<file path="src/rtl/edge_evt_arbiter_if.sv">
// edge_evt_arbiter_if: event offer handshake (valid/index from arbiter, ready from consumer)
interface edge_evt_arbiter_if #(parameter int IDX_W = 2);
  logic             o_EVT_VALID;
  logic [IDX_W-1:0] o_EVT_IDX;
  logic             i_EVT_READY;
  modport master (output o_EVT_VALID, output o_EVT_IDX, input i_EVT_READY);
  modport slave  (input o_EVT_VALID, input o_EVT_IDX, output i_EVT_READY);
endinterface

</file>
<file path="src/rtl/edge_evt_arbiter.sv">
// edge_evt_arbiter: per-source rising-edge capture, pending/overrun flags, round-robin event offer (ports: i_CLK, i_RST async low, i_DATA, i_ENABLE, evt handshake, o_PENDING, o_OVERRUN, i_CLR_OVR)
module edge_evt_arbiter #(
  parameter int N_SRC = 4,
  parameter int IDX_W = 2
) (
  input  logic               i_CLK,
  input  logic               i_RST,
  input  logic [N_SRC-1:0]   i_DATA,
  input  logic               i_ENABLE,
  edge_evt_arbiter_if.master evt,
  output logic [N_SRC-1:0]   o_PENDING,
  output logic [N_SRC-1:0]   o_OVERRUN,
  input  logic               i_CLR_OVR
);
  typedef enum logic {IDLE, OFFER} state_t;
  state_t             state_q, state_d;
  logic [N_SRC-1:0]   q1_q, q1_d, q2_q, q2_d, pend_q, pend_d, ovr_q, ovr_d;
  logic [N_SRC-1:0]   rise, clr;
  logic [IDX_W-1:0]   idx_q, idx_d, last_q, last_d, win, cand;
  logic               accept;
  always_comb begin
    q1_d   = i_DATA;
    q2_d   = q1_q;
    rise   = q1_q & ~q2_q;
    accept = (state_q == OFFER) && evt.i_EVT_READY;
    clr    = accept ? (N_SRC'(1) << idx_q) : '0;
    pend_d = (pend_q & ~clr) | rise;
    ovr_d  = (i_CLR_OVR ? '0 : ovr_q) | (rise & pend_q & ~clr);
    win    = '0;
    cand   = '0;
    for (int k = N_SRC; k >= 1; k--) begin
      cand = IDX_W'((int'(last_q) + k) % N_SRC);
      win  = pend_q[cand] ? cand : win;
    end
    state_d = state_q;
    idx_d   = idx_q;
    last_d  = last_q;
    if (state_q == IDLE) begin
      state_d = (i_ENABLE && |pend_q) ? OFFER : IDLE;
      idx_d   = (i_ENABLE && |pend_q) ? win : idx_q;
    end else if (evt.i_EVT_READY) begin
      state_d = IDLE;
      last_d  = idx_q;
    end
  end
  always_ff @(posedge i_CLK or negedge i_RST) begin
    if (!i_RST) begin
      q1_q    <= '0;
      q2_q    <= '0;
      pend_q  <= '0;
      ovr_q   <= '0;
      state_q <= IDLE;
      idx_q   <= '0;
      last_q  <= IDX_W'(N_SRC - 1);
    end else begin
      q1_q    <= q1_d;
      q2_q    <= q2_d;
      pend_q  <= pend_d;
      ovr_q   <= ovr_d;
      state_q <= state_d;
      idx_q   <= idx_d;
      last_q  <= last_d;
    end
  end
  assign evt.o_EVT_VALID = (state_q == OFFER);
  assign evt.o_EVT_IDX   = idx_q;
  assign o_PENDING       = pend_q;
  assign o_OVERRUN       = ovr_q;
endmodule

</file>
<file path="src/flat_wrapper.sv">
// flat-port wrapper written by rule: the top's interface ports become plain ports
module edge_evt_arbiter_flat 
#(
  parameter int N_SRC = 4,
  parameter int IDX_W = 2
)
  (i_CLK, i_RST, i_DATA, i_ENABLE, o_PENDING, o_OVERRUN, i_CLR_OVR, evt_o_EVT_VALID, evt_o_EVT_IDX, evt_i_EVT_READY);
  edge_evt_arbiter_if #(.IDX_W(IDX_W)) evt_i ();
  input  logic i_CLK;
  input  logic i_RST;
  input  logic [N_SRC-1:0] i_DATA;
  input  logic i_ENABLE;
  output logic [N_SRC-1:0] o_PENDING;
  output logic [N_SRC-1:0] o_OVERRUN;
  input  logic i_CLR_OVR;
  output wire logic [$bits(evt_i.o_EVT_VALID)-1:0] evt_o_EVT_VALID;
  output wire logic [$bits(evt_i.o_EVT_IDX)-1:0] evt_o_EVT_IDX;
  input wire logic [$bits(evt_i.i_EVT_READY)-1:0] evt_i_EVT_READY;
  assign evt_o_EVT_VALID = evt_i.o_EVT_VALID;
  assign evt_o_EVT_IDX = evt_i.o_EVT_IDX;
  assign evt_i.i_EVT_READY = evt_i_EVT_READY;
  edge_evt_arbiter #(.N_SRC(N_SRC), .IDX_W(IDX_W)) u_core (.i_CLK(i_CLK), .i_RST(i_RST), .i_DATA(i_DATA), .i_ENABLE(i_ENABLE), .evt(evt_i), .o_PENDING(o_PENDING), .o_OVERRUN(o_OVERRUN), .i_CLR_OVR(i_CLR_OVR));
endmodule
</file>
<file path="config.mk">
export PLATFORM = sky130hd
export DESIGN_NAME = edge_evt_arbiter_flat
export DESIGN_NICKNAME = d
export VERILOG_FILES = /design/src/rtl/edge_evt_arbiter_if.sv /design/src/rtl/edge_evt_arbiter.sv /design/src/flat_wrapper.sv
export SDC_FILE = /design/constraint.sdc
export NUM_CORES = 1
export LEC_CHECK = 0
export BUFFER_PORTS_ARGS = -buffer_cell sky130_fd_sc_hd__buf_2
export CAP_MARGIN = 20
export CORE_UTILIZATION = 40
export DETAILED_ROUTE_END_ITERATION = 12
export PLACE_DENSITY = 0.6
export SKIP_LAST_GASP = 1
export SYNTH_ARGS = -nofsm -noshare
export SYNTH_HDL_FRONTEND = slang
export SYNTH_SLANG_ARGS = --single-unit
</file>
<file path="constraint.sdc">
create_clock -name i_CLK -period 2.4 [get_ports i_CLK]
set_clock_uncertainty 0.15 [all_clocks]
set_input_delay 0.24 -clock i_CLK [delete_from_list [all_inputs] [get_ports i_CLK]]
set_output_delay 0.24 -clock i_CLK [all_outputs]
set_load 0.02 [all_outputs]
</file>
==> impl_metrics.tcl <==
set metrics [dict create \
    vdd_drop_max_mv 0.4446 \
    grt-ovfl-total 0 \
    synth_cell_type_count 17 \
    core_area_sq_mm 0.001783 \
    io_pins 20 \
    post_route_cells_drive_above_1_share_pct 27.55 \
    slew_headroom_pct 70.42 \
    fin_crit_ps 1607 \
    ys_warn_count 0 \
    switching_share_pct 37.14 \
    critPathLaunchType "flip-flop" \
    required_ps 2450 \
    fp.dieW_um 46.36 \
    vias 577 \
    clockBufferDepth 2 \
    drc 0 \
    synth_top_cell_by_area "dfrtp_1" \
    hpwl_um 1006 \
    ant_nets 0 \
    crit_family "simple AND/OR/NAND/NOR gates" \
    drt_wl_total_um 1385 \
    cts_max_level 1 \
    setup_tns_ps 0 \
    hold_viol_final 0 \
    drt_iter0_markers 4 \
    routabilityCongestion 0.8604 \
    p_per_area_mw_per_mm2 1020 \
    fin_area_sq_um 999.7 \
    syn_nets 78 \
    status "completed" \
    avgRoutedWirePerCell_um 11.26 \
    crit_path_top_delay_cell "or4_4" \
    area_growth_pct 27.03 \
    synth_cells 69 \
    cap_violations 0 \
    cts_root_buf "clkbuf_4" \
    slew_violations 0 \
    antenna_found_initial 0 \
    postCtsSetupBuffers 0 \
    critPathKind "reg2reg" \
    final_nets 108 \
    numCtsBuffers 3 \
    power_frac_comb_pct 31.8 \
    grt_pass1_wl_um 2249 \
    insertion_delay_ps 300 \
    seq_area_frac_synth_pct 67.09 \
    cts_tree "yes" \
    fin_crit_sh_pct 66.98 \
    die_y_um 46.36 \
    placed_cell_area_sq_um 913.4 \
    crit_buf_inv 0 \
    grt_use_total_pct 15.28 \
    synth_top_area_share_pct 60.41 \
    viasPerCell 4.691 \
    first_pass_iters 3 \
    grt_start_max_net_pins 22 \
    avgSynthCellArea_sq_um 11.41 \
    finalSetupViolCount 0 \
    clock.fmax_ghz 0.6221 \
    start_util_pct 44.14 \
    tightest_slew_ps 443.7 \
    rows 15 \
    diodes 0 \
    syn-cell-area_sq_um 787.0 \
    p_seq_share_pct 52.0 \
    hold_path.class "in2reg" \
    rsz0062_at_grt "no" \
    clock-sinks 21 \
    die_area_sq_mm 0.002149 \
    cts-resized-gates 0 \
    grt_pass1_vias 518 \
    end_kind "flip-flop" \
    slowest_delay_ps 540 \
    intPower_w 0.0006413 \
    worstPathCellList "or4_4, nand3_2, a21oi_1, a22o_1" \
    port_buffers 19 \
    clk_pin_slew_ps 110 \
    cp_max_fo 8 \
    p_clk_share_pct 16.2 \
    synth_seq_cells 21 \
    arrival_ps 1660 \
    synthTopCellsByArea "dfrtp_1 (60%), dfstp_2 (6.7%), nand2_1 (5.7%), nand2b_1 (4.8%), o22ai_1 (4.0%)" \
    holdBufCountCts 6 \
    p_switching_w 0.0003789 \
    leakagePower_nw 0.4699 \
]
-- stage by stage --
step | setup slack (ps) | power [W] | std cells | hold slack [ps] | util [%]
after floorplan | 769.7 | 0.0007374 | 69 | -205.6 | -
after global placement | 825.9 | 0.0008538 | 113 | 65.62 | 51.23
after detailed placement | 807.1 | 0.0008568 | 113 | 64.49 | 51.23
after CTS | 791.9 | 0.001031 | 123 | 6.572 | 56.07
after global routing | 741.4 | 0.001096 | 123 | 27.85 | 56.07
final | 792.6 | 0.001020 | 123 | 15.65 | 56.07
-- cells in the final DEF (no fill, tap or decap), drive strengths merged --
cell type / n
a211oi: 1
a21oi: 3
a22o: 2
buf: 19
clkbuf: 4
dfrtp: 19
dfstp: 2
dlygate4sd3: 6
inv: 7
nand2: 12
nand2b: 6
nand3: 2
nor2: 1
o21ai: 5
o21bai: 1
o22ai: 5
o31ai: 2
or4: 1
-- synth_stat cells, drive strengths merged --
master and instances:
o21ai 5, dfstp 2, nand2 12, o21bai 1, a211oi 1, nor2 1
o22ai 5, dfrtp 19, a21oi 3, nand2b 6, nand3 2, inv 7
or4 1, a22o 2, o31ai 2
-- cells by family after synthesis --
| logic type | after synthesis | share of synthesized area, % |
|---|---|---|
| buffers and inverters | 7 | 3.339 |
| AND/OR/NAND/NOR | 22 | 14.31 |
| flip-flops | 21 | 67.09 |
| AO/OA/AOI/OAI | 19 | 15.26 |
-- final timing paths --
| check | start | end | slack [ps] | cells after the start |
|---|---|---|---|---|
| worst max-delay path | u_core.o_PENDING[1] | u_core.evt.o_EVT_IDX[1] | 790 | 4 |
| worst min-delay path | i_CLR_OVR | u_core.o_OVERRUN[1] | 20 | 2 |
| worst max register to register | u_core.o_PENDING[1] | u_core.evt.o_EVT_IDX[1] | 790 | 4 |
| worst min register to register | u_core.q1_q[2] | u_core.q2_q[2] | 240 | 0 |
| max in group asynchronous | i_RST | u_core.last_q[1] | 1520 | 2 |
| min in group asynchronous | i_RST | u_core.o_PENDING[0] | 250 | 2 |
-- power groups by stage --
| stage | sequential (W) | combinational, W | clock (W) |
|---|---|---|---|
| after floorplan | 0.000587 | 0.000151 | 0 |
| after global placement | 0.000536 | 0.000318 | 0 |
| after detailed placement | 0.000539 | 0.000318 | 0 |
| after CTS | 0.000531 | 0.000328 | 0.000173 |
| after global routing | 0.000547 | 0.000365 | 0.000184 |
| final | 0.000531 | 0.000324 | 0.000165 |
-- metal layers --
| metal | track usage (%) | wire length, um | up-vias |
|---|---|---|---|
| met4 | 7.059 | 23 | 0 |
| met1 | 19.69 | 638 | 265 |
| met5 | 0 | 0 | - |
| met2 | 24.72 | 658 | 15 |
| met3 | 2.745 | 64 | 4 |
| li1 | - | - | 293 |
-- layout make-up --
| cell class | count | area [sq um] |
|---|---|---|
| Timing Repair Buffer | 25 | 155.1 |
| Multi-Input combinational cell | 41 | 232.7 |
| Inverter | 7 | 26.28 |
| Tap cell | 25 | 31.28 |
| Clock buffer | 4 | 26.28 |
| Sequential cell | 21 | 528.0 |
| Fill cell | 156 | 783.3 |
-- registers in the layout, indices dropped and copies added (netlist names) --
register / count
u_core.o_OVERRUN: 4
u_core.evt.o_EVT_IDX: 2
u_core.q1_q: 4
u_core.q2_q: 4
u_core.evt.o_EVT_VALID: 1
u_core.o_PENDING: 4
u_core.last_q: 2
Power figures use the tool's default switching activity.
